--- src/rtl/keycode_event_decoder.sv ---
// Keycode PIO receiver: waits for the three HID slots to settle, diffs the settled snapshot
// against the last committed one and queues press/release events; also exports held-key flags.
module keycode_event_decoder #(
  parameter int         STABLE_CYCLES = 1000,
  parameter int         FIFO_DEPTH    = 8,
  parameter logic [7:0] HELD_CODE0    = 8'h1A,
  parameter logic [7:0] HELD_CODE1    = 8'h04,
  parameter logic [7:0] HELD_CODE2    = 8'h16,
  parameter logic [7:0] HELD_CODE3    = 8'h07
) (
  input  logic       Clk,
  input  logic       Reset,
  input  logic [7:0] keycode0,
  input  logic [7:0] keycode1,
  input  logic [7:0] keycode2,
  output logic       ev_valid,
  input  logic       ev_ready,
  output logic [7:0] ev_code,
  output logic       ev_press,
  output logic [3:0] held,
  output logic       rollover_err,
  output logic       overflow,
  input  logic       ovf_clr
);

  localparam int CW = $clog2(STABLE_CYCLES + 2);
  localparam int AW = $clog2(FIFO_DEPTH);
  localparam int NW = AW + 1;
  localparam logic [CW-1:0] CNT_TRIG = CW'(STABLE_CYCLES);
  localparam logic [CW-1:0] CNT_SAT  = CW'(STABLE_CYCLES + 1);
  localparam logic [NW-1:0] CNT_FULL = NW'(FIFO_DEPTH);

  localparam logic [1:0] IDLE   = 2'd0;
  localparam logic [1:0] CHECK  = 2'd1;
  localparam logic [1:0] DIFF   = 2'd2;
  localparam logic [1:0] COMMIT = 2'd3;

  logic [2:0][7:0] cur, in_q, snap, prev;
  logic [CW-1:0]   cnt;
  logic [1:0]      state;
  logic [2:0]      step;
  logic            trig;

  logic [8:0]      mem [FIFO_DEPTH];
  logic [AW-1:0]   wr_ptr, rd_ptr;
  logic [NW-1:0]   count;

  logic            diff_hit, diff_press;
  logic [7:0]      diff_code;
  logic [1:0]      slot;
  logic [2:0][7:0] other, earlier;
  logic            found, dup;
  logic            push, pop, full, do_push, drop;

  // HID phantom/error codes mark a rollover report that must not be committed
  function automatic logic has_err(input logic [2:0][7:0] s);
    logic e;
    e = 1'b0;
    for (int i = 0; i < 3; i++) begin
      if (s[i] >= 8'h01 && s[i] <= 8'h03) e = 1'b1;
    end
    return e;
  endfunction

  function automatic logic has_code(input logic [2:0][7:0] s, input logic [7:0] c);
    return (s[0] == c) || (s[1] == c) || (s[2] == c);
  endfunction

  function automatic logic [7:0] pick(input logic [2:0][7:0] s, input logic [1:0] k);
    case (k)
      2'd0:    return s[0];
      2'd1:    return s[1];
      2'd2:    return s[2];
      default: return 8'h00;
    endcase
  endfunction

  assign cur  = {keycode2, keycode1, keycode0};
  assign trig = (cnt == CNT_TRIG) && (state == IDLE);

  // Stability filter: counter restarts on any slot change and saturates past the trigger value
  always_ff @(posedge Clk) begin
    if (Reset) begin
      in_q <= '0;
      cnt  <= '0;
    end else begin
      in_q <= cur;
      if (cur != in_q)      cnt <= '0;
      else if (cnt != CNT_SAT) cnt <= cnt + CW'(1);
      else                  cnt <= cnt;
    end
  end

  // Releases walk prev slots (steps 0-2), presses walk snap slots (steps 3-5); duplicates collapse
  always_comb begin
    diff_hit   = 1'b0;
    diff_press = 1'b0;
    diff_code  = 8'h00;
    slot       = 2'd0;
    other      = '0;
    earlier    = '0;
    found      = 1'b0;
    dup        = 1'b0;
    if (state == DIFF) begin
      if (step < 3'd3) begin
        slot    = step[1:0];
        other   = snap;
        earlier = prev;
      end else begin
        slot       = 2'(step - 3'd3);
        other      = prev;
        earlier    = snap;
        diff_press = 1'b1;
      end
      diff_code = pick(earlier, slot);
      for (int j = 0; j < 3; j++) begin
        if (other[j] == diff_code) found = 1'b1;
        if (j < int'(slot) && earlier[j] == diff_code) dup = 1'b1;
      end
      diff_hit = (diff_code != 8'h00) && !found && !dup;
    end else begin
      diff_hit = 1'b0;
    end
  end

  // Snapshot sequencer
  always_ff @(posedge Clk) begin
    if (Reset) begin
      state        <= IDLE;
      step         <= 3'd0;
      snap         <= '0;
      prev         <= '0;
      held         <= 4'b0000;
      rollover_err <= 1'b0;
    end else begin
      rollover_err <= 1'b0;
      case (state)
        IDLE: begin
          if (trig) begin
            snap  <= in_q;
            state <= CHECK;
          end
        end
        CHECK: begin
          if (has_err(snap)) begin
            rollover_err <= 1'b1;
            state        <= IDLE;
          end else begin
            step  <= 3'd0;
            state <= DIFF;
          end
        end
        DIFF: begin
          if (step == 3'd5) state <= COMMIT;
          else              step  <= step + 3'd1;
        end
        COMMIT: begin
          prev  <= snap;
          held  <= {has_code(snap, HELD_CODE3), has_code(snap, HELD_CODE2),
                    has_code(snap, HELD_CODE1), has_code(snap, HELD_CODE0)};
          state <= IDLE;
        end
        default: state <= IDLE;
      endcase
    end
  end

  assign push    = diff_hit;
  assign pop     = ev_valid && ev_ready;
  assign full    = (count == CNT_FULL);
  assign do_push = push && (!full || pop);
  assign drop    = push && full && !pop;

  // Event FIFO; the head entry drives the event outputs directly from storage
  always_ff @(posedge Clk) begin
    if (Reset) begin
      for (int i = 0; i < FIFO_DEPTH; i++) mem[i] <= 9'h000;
      wr_ptr   <= '0;
      rd_ptr   <= '0;
      count    <= '0;
      overflow <= 1'b0;
    end else begin
      if (do_push) begin
        mem[wr_ptr] <= {diff_press, diff_code};
        wr_ptr      <= wr_ptr + AW'(1);
      end
      if (pop) rd_ptr <= rd_ptr + AW'(1);
      count <= count + NW'(do_push) - NW'(pop);
      if (ovf_clr)   overflow <= 1'b0;
      else if (drop) overflow <= 1'b1;
      else           overflow <= overflow;
    end
  end

  assign ev_valid = (count != '0);
  assign ev_press = mem[rd_ptr][8];
  assign ev_code  = mem[rd_ptr][7:0];

endmodule
--- config.mk ---
export PLATFORM = sky130hd
export DESIGN_NAME = keycode_event_decoder
export DESIGN_NICKNAME = d
export VERILOG_FILES = /design/src/rtl/keycode_event_decoder.sv
export SDC_FILE = /design/constraint.sdc
export NUM_CORES = 1
export LEC_CHECK = 0
export ABC_AREA = 1
export CORE_ASPECT_RATIO = 2
export CORE_MARGIN = 3
export CORE_UTILIZATION = 30
export DETAILED_ROUTE_END_ITERATION = 8
export DONT_BUFFER_PORTS = 1
export PLACE_DENSITY = 0.43
export SLEW_MARGIN = 20
export SYNTH_ARGS = -nofsm -noshare
export SYNTH_HDL_FRONTEND = slang
export SYNTH_SLANG_ARGS = --single-unit
--- constraint.sdc ---
create_clock -name Clk -period 3.5 [get_ports Clk]
set_input_delay 1.05 -clock Clk [delete_from_list [all_inputs] [get_ports Clk]]
set_output_delay 1.05 -clock Clk [all_outputs]
set_load 0.1 [all_outputs]
== Word level (Yosys, flattened, before mapping) ==
Memories as Yosys holds them, arrays and structs flattened. A register that Yosys moved wholly into a read port is not among the register bits.
Index checks and enable logic that the tools add are counted.
Storage, ports and cells
  memories kept: 1
  bits in writable memories: 72
  word-level logic and storage cells: 150
  input port bits: 28
  register bits after elaboration: 103
  output and inout port bits: 16
Memories
  mem: depth 8, bits a word 9, rd ports 1, clocked after memory_dff 1, wr ports 8, line 44  | logic [8:0] mem [FIFO_DEPTH];
Cells by class
  reductions and logical operators: 38
  add/subtract/negate cells: 7
  multiplexer cells: 43
  order comparisons: 10
  equal/unequal tests: 32
  bitwise logic cells: 1
Operators by type and width (count)
  $mux W24: 4
  $eq A8 B3 Y1 const B: 6
  $eq A8 B5 Y1 const B: 6
  $eq A8 B8 Y1: 6
  $ge A8 B1 Y1 const B: 3
  $le A8 B2 Y1 const B: 3
  $ne A24 B24 Y1: 1
  $pmux W8 S3: 1
  $mux W1: 23
  $mux W8: 2
  $mux W3: 5
  $logic_and A1 B1 Y1: 13
  $add A10 B1 Y10 const B: 1
  $eq A10 B10 Y1 const B: 1
  $mux W2: 5
  $ne A10 B10 Y1 const B: 1
  $add A3 B1 Y3 const B: 3
  $logic_or A1 B1 Y1: 9
  $mux W9: 1
  $reduce_or A9 Y1: 1
  $pmux W2 S4: 1
  $reduce_bool A8 Y1: 1
  $eq A2 B2 Y1 const B: 3
  $ne A2 B2 Y1 const B: 3
  19 further kinds: 28

== Depth between registers and ports, before layout ==
Gate-level depths: netlist of the first run.
  word-level depth: 21
  depth in mapped cells: 26
  mapped depth without buffers: 26

== Worst setup path before layout of the first run ==
OpenSTA, ideal clock, no wires.
  kind: reg-to-output
  start point: register with a tool-made name
  end point: output ev_code[0]
  setup slack: -0.255 ns
  data arrival time: 2.705 ns
  required time: 2.450 ns
  buffers on the path: 2
  cell stages (with the launch flop): 7
  cell sequence: dfxtp_1 clkbuf_1 clkbuf_1 nor2_1 nor2_1 o21ai_0 a31oi_1
RTL lines
  to (decl): line 18  | output logic [7:0] ev_code,

==> results of run 1 <==
worst max-delay path, stage by stage, from the launching register on:
cell and delay, ns:
sky130_fd_sc_hd__dfxtp_1 0.31, sky130_fd_sc_hd__inv_1 0.45, sky130_fd_sc_hd__o21ai_0 0.24, sky130_fd_sc_hd__o22ai_1 0.19, sky130_fd_sc_hd__nor2_1 0.08, sky130_fd_sc_hd__a31oi_2 0.31, sky130_fd_sc_hd__buf_12 0.22
report_power, final:
group          internal [mW]  switching (mW)
sequential              2.24          0.0480
clock                   1.12           0.883
combinational          0.528            1.04
total                   3.90            1.97
per-layer routing:
layer	track usage, %	vias up	part of all wire, %
met5	0	-	0
met4	9.81	0	4.8
li1	-	4366	-
met2	38.7	111	62
met1	15.4	3963	32
met3	2.39	58	1.7
layout make-up:
cell class	instances	area, µm²	area share (%)
clock buffer	19	464	3.88
clock inverter	13	144	1.20
inverter	137	514	4.30
multi-input combinational	904	4850	40.5
sequential	178	4290	35.8
tap	423	529	4.42
timing repair buffer	110	1180	9.83
worst paths after layout:
check / startpoint / end / slack [ns]
worst max-delay path: flip-flop / ev_code[7] / 0.18
worst min-delay path: rd_ptr[2]$_SDFFE_PP0P_ / rd_ptr[2]$_SDFFE_PP0P_ / 0.47
worst max register to register: step[1]$_SDFFE_PP0P_ / mem[1][7]$_SDFFCE_PN0P_ / 0.24
worst min register to register: rd_ptr[2]$_SDFFE_PP0P_ / rd_ptr[2]$_SDFFE_PP0P_ / 0.47
registers in the layout, summed over array words and instances (netlist names), named ones only:
name	flops
held	4
state	1
snap	24
wr_ptr	3
rollover_err	1
step	3
mem	72
in_q	24
overflow	1
rd_ptr	3
prev	24
count	4
cnt	10
cells by family (layout without fill, tap and decap cells):
group | count (synthesis) | count (layout) | share of synthesized area, %
and+or+nand+nor | 614 | 614 | 29.4
xor gates and xnor gates | 35 | 35 | 3.23
AOI/OAI and AO/OA | 238 | 238 | 12.9
DFF | 178 | 178 | 44.1
adders and majority gates | 17 | 17 | 2.26
buffers and inverters | 188 | 279 | 8.07
metrics by stage:
step                cells  util (%)  cell area [µm²]
finish               1784      37.7            12000
global route         1784      37.7            12000
CTS                  1775      36.8            11700
detailed placement   1743      34.9            11100
global placement     1743      34.9            11100
floorplan            1270         -             9780
synth_stat cells (13+ instances only):
cell / instances / area share, %
sky130_fd_sc_hd__a21oi_1: 74 / 3.8
sky130_fd_sc_hd__a31oi_1: 14 / 0.90
sky130_fd_sc_hd__clkbuf_1: 34 / 1.3
sky130_fd_sc_hd__dfxtp_1: 106 / 22
sky130_fd_sc_hd__edfxtp_1: 72 / 22
sky130_fd_sc_hd__ha_1: 16 / 2.1
sky130_fd_sc_hd__inv_1: 132 / 5.1
sky130_fd_sc_hd__nand2_1: 212 / 8.2
sky130_fd_sc_hd__nand3_1: 49 / 2.5
sky130_fd_sc_hd__nand3_2: 14 / 1.4
sky130_fd_sc_hd__nand3_4: 15 / 2.7
sky130_fd_sc_hd__nand4_1: 35 / 2.3
sky130_fd_sc_hd__nor2_1: 248 / 9.6
sky130_fd_sc_hd__nor3_1: 15 / 0.77
sky130_fd_sc_hd__o21ai_0: 120 / 6.2
sky130_fd_sc_hd__o22ai_1: 13 / 0.84
sky130_fd_sc_hd__xor2_1: 27 / 2.4
timing repair:
item | CTS | global route
buffers inserted | 0 | 6
hold buffers | 0 | 0
endpoints found under the setup margin | 2 | 131
gates resized for setup | 4 | 47
gates cloned | 0 | 3
pin swaps | 1 | 17
==> flow_summary.html, run 1 <==
<table>
<tr><th>Metric</th><th>Value</th></tr>
<tr><th colspan="2">Critical path</th></tr>
<tr><td>Reg2Reg Depth</td><td>21</td></tr>
<tr><td>Worst Path Class, Setup</td><td>reg2out</td></tr>
<tr><td>Kind of launch point of the worst setup path</td><td>flip-flop</td></tr>
<tr><td>Arrival time of the worst setup path</td><td>~2.3 ns</td></tr>
<tr><td>CP endpoint kind</td><td>output pin</td></tr>
<tr><td>Req. time, crit path</td><td>2.45 ns</td></tr>
<tr><td>Worst-path fanout max</td><td>18</td></tr>
<tr><th colspan="2">Floorplanning</th></tr>
<tr><td>Initial Utilization</td><td>30.6%</td></tr>
<tr><td>Total core area</td><td>31800 µm²</td></tr>
<tr><td>Number of rows created at floorplan</td><td>92</td></tr>
<tr><td>Die extent in x</td><td>133 µm</td></tr>
<tr><td>Height of the die</td><td>approximately 260 µm</td></tr>
<tr><td>Total Die Area</td><td>34700 µm²</td></tr>
<tr><td>Number of placed I/O pins</td><td>44</td></tr>
<tr><th colspan="2">STA</th></tr>
<tr><td>Hold Slack</td><td>0.466 ns</td></tr>
<tr><td>Hold violation count in the final report</td><td>0</td></tr>
<tr><td>Final critical-path required period</td><td>3.32 ns</td></tr>
<tr><td>Tcrit/Tclk final</td><td>94.9%</td></tr>
<tr><td>Setup TNS</td><td>0 ns</td></tr>
<tr><td>Final Worst Setup Slack</td><td>roughly 0.18 ns</td></tr>
<tr><td>Pins Over Slew Limit</td><td>0</td></tr>
<tr><td>Worst-margin pin slew</td><td>1.04 ns</td></tr>
<tr><td>Final setup violation count</td><td>0</td></tr>
<tr><td>Max Clk Rate</td><td>approximately 0.30 GHz</td></tr>
<tr><td>Remaining max-slew budget at the tightest pin</td><td>30.6%</td></tr>
<tr><td>Max Clock Skew</td><td>roughly 0.010 ns</td></tr>
<tr><th colspan="2">Cells and area</th></tr>
<tr><td>Ant. Diodes</td><td>0</td></tr>
<tr><td>Synth-to-layout area growth</td><td>23.1%</td></tr>
<tr><td>Commonest cells after routing, fill and taps aside</td><td>sky130_fd_sc_hd__nor2_1 (244), sky130_fd_sc_hd__nand2_1 (200), sky130_fd_sc_hd__inv_1 (130)</td></tr>
<tr><td>Most common library cell in the layout ignoring fill and taps</td><td>sky130_fd_sc_hd__nor2_1</td></tr>
<tr><td>Filler cell count</td><td>~3400</td></tr>
<tr><td>Layout cell share with drive strength beyond 1</td><td>17.3%</td></tr>
<tr><td>Final #Nets</td><td>1393</td></tr>
<tr><th colspan="2">Synthesis</th></tr>
<tr><td>Share of flip-flops with an asynchronous set or reset</td><td>0%</td></tr>
<tr><td>Net count after synthesis</td><td>1315</td></tr>
<tr><td>Netlist area before placement</td><td>9720 µm²</td></tr>
<tr><td>Post-synth cell types</td><td>44</td></tr>
<tr><td>Synthesized instance count</td><td>1270</td></tr>
<tr><td>Mean area per synthesized cell</td><td>7.66 µm²</td></tr>
<tr><td>Top FF cell, synth</td><td>sky130_fd_sc_hd__dfxtp_1</td></tr>
<tr><td>Flip-flop and latch count after synthesis</td><td>178</td></tr>
<tr><td>Number of synthesized flops with an enable pin</td><td>72</td></tr>
<tr><td>Total number of yosys warnings</td><td>0</td></tr>
<tr><td>Sequential share of the synthesized area</td><td>around 44%</td></tr>
<tr><th colspan="2">Placement</th></tr>
<tr><td>Weighted congestion at the end of routability-driven global placement</td><td>just over 0.9</td></tr>
<tr><td>DPL Wire Length</td><td>24600 µm</td></tr>
<tr><td>Number of buffers added on ports</td><td>0</td></tr>
<tr><td>Setup slack at placement</td><td>-0.0196 ns</td></tr>
<tr><th colspan="2">Outcome</th></tr>
<tr><td>Status</td><td>complete, no violations</td></tr>
<tr><th colspan="2">CTS</th></tr>
<tr><td>Number of clock buffers inserted by TritonCTS</td><td>17</td></tr>
<tr><td>Clock tree from TritonCTS</td><td>yes</td></tr>
<tr><td>Clock latency at the later pin of the worst-skew pair</td><td>0.46 ns</td></tr>
<tr><td>Cell chosen for the clock root</td><td>sky130_fd_sc_hd__clkbuf_16</td></tr>
<tr><td>Sinks on Clock Net</td><td>~180</td></tr>
<tr><td>Largest buffer count on any clock path</td><td>2</td></tr>
<tr><td>H-tree levels</td><td>4</td></tr>
<tr><td>Clock Pin Slew Worst Setup and Hold Paths</td><td>0.07 ns</td></tr>
<tr><th colspan="2">Detailed routing</th></tr>
<tr><td>Initial detailed-routing violation count</td><td>343</td></tr>
<tr><td>Routed len/inst</td><td>17.5 µm</td></tr>
<tr><td>Count of vias placed by the detailed router</td><td>between 8000 and 9000</td></tr>
<tr><td>Total iterations of the first detailed-routing run</td><td>4</td></tr>
<tr><td>Via/cell ratio</td><td>4.76</td></tr>
<tr><td>Antenna Violating Nets Remaining</td><td>0</td></tr>
<tr><td>Overall routed net length</td><td>~31000 µm</td></tr>
<tr><td>Remaining design rule violation count</td><td>0</td></tr>
<tr><th colspan="2">Global route</th></tr>
<tr><td>Global routing usage summed across all routing layers</td><td>18.1%</td></tr>
<tr><td>Global-route wire length before repair</td><td>between 40000 and 50000 µm</td></tr>
<tr><td>Number of global-route vias before repair</td><td>8517</td></tr>
<tr><td>Initial antenna violation count</td><td>0</td></tr>
<tr><td>Pin count of the biggest net entering global routing</td><td>54</td></tr>
<tr><td>GRT Residual Overflow</td><td>0</td></tr>
<tr><th colspan="2">Pwr</th></tr>
<tr><td>Tot Pwr</td><td>5.86 mW</td></tr>
<tr><td>Power density over the cells</td><td>490 nW/µm²</td></tr>
<tr><td>Leak Pwr</td><td>4.81 nW</td></tr>
<tr><td>Highest ir drop seen on vdd</td><td>between 0.3 and 0.4 mV</td></tr>
<tr><th colspan="2">Job</th></tr>
<tr><td>Count of maximum capacitance violations</td><td>0</td></tr>
<tr><th colspan="2">Worst hold path</th></tr>
<tr><td>Worst hold path stage count</td><td>2</td></tr>
<tr><td>Worst hold path type</td><td>reg2reg</td></tr>
</table>
Power figures use the tool's default switching activity.
==> inputs of run 2 (changes only) <==
Settings changed: CTS_CLUSTER_DIAMETER set to 30.
==> results of run 2 <==
Same layout as run 1: the final DEF is identical, and so are final timing and power.
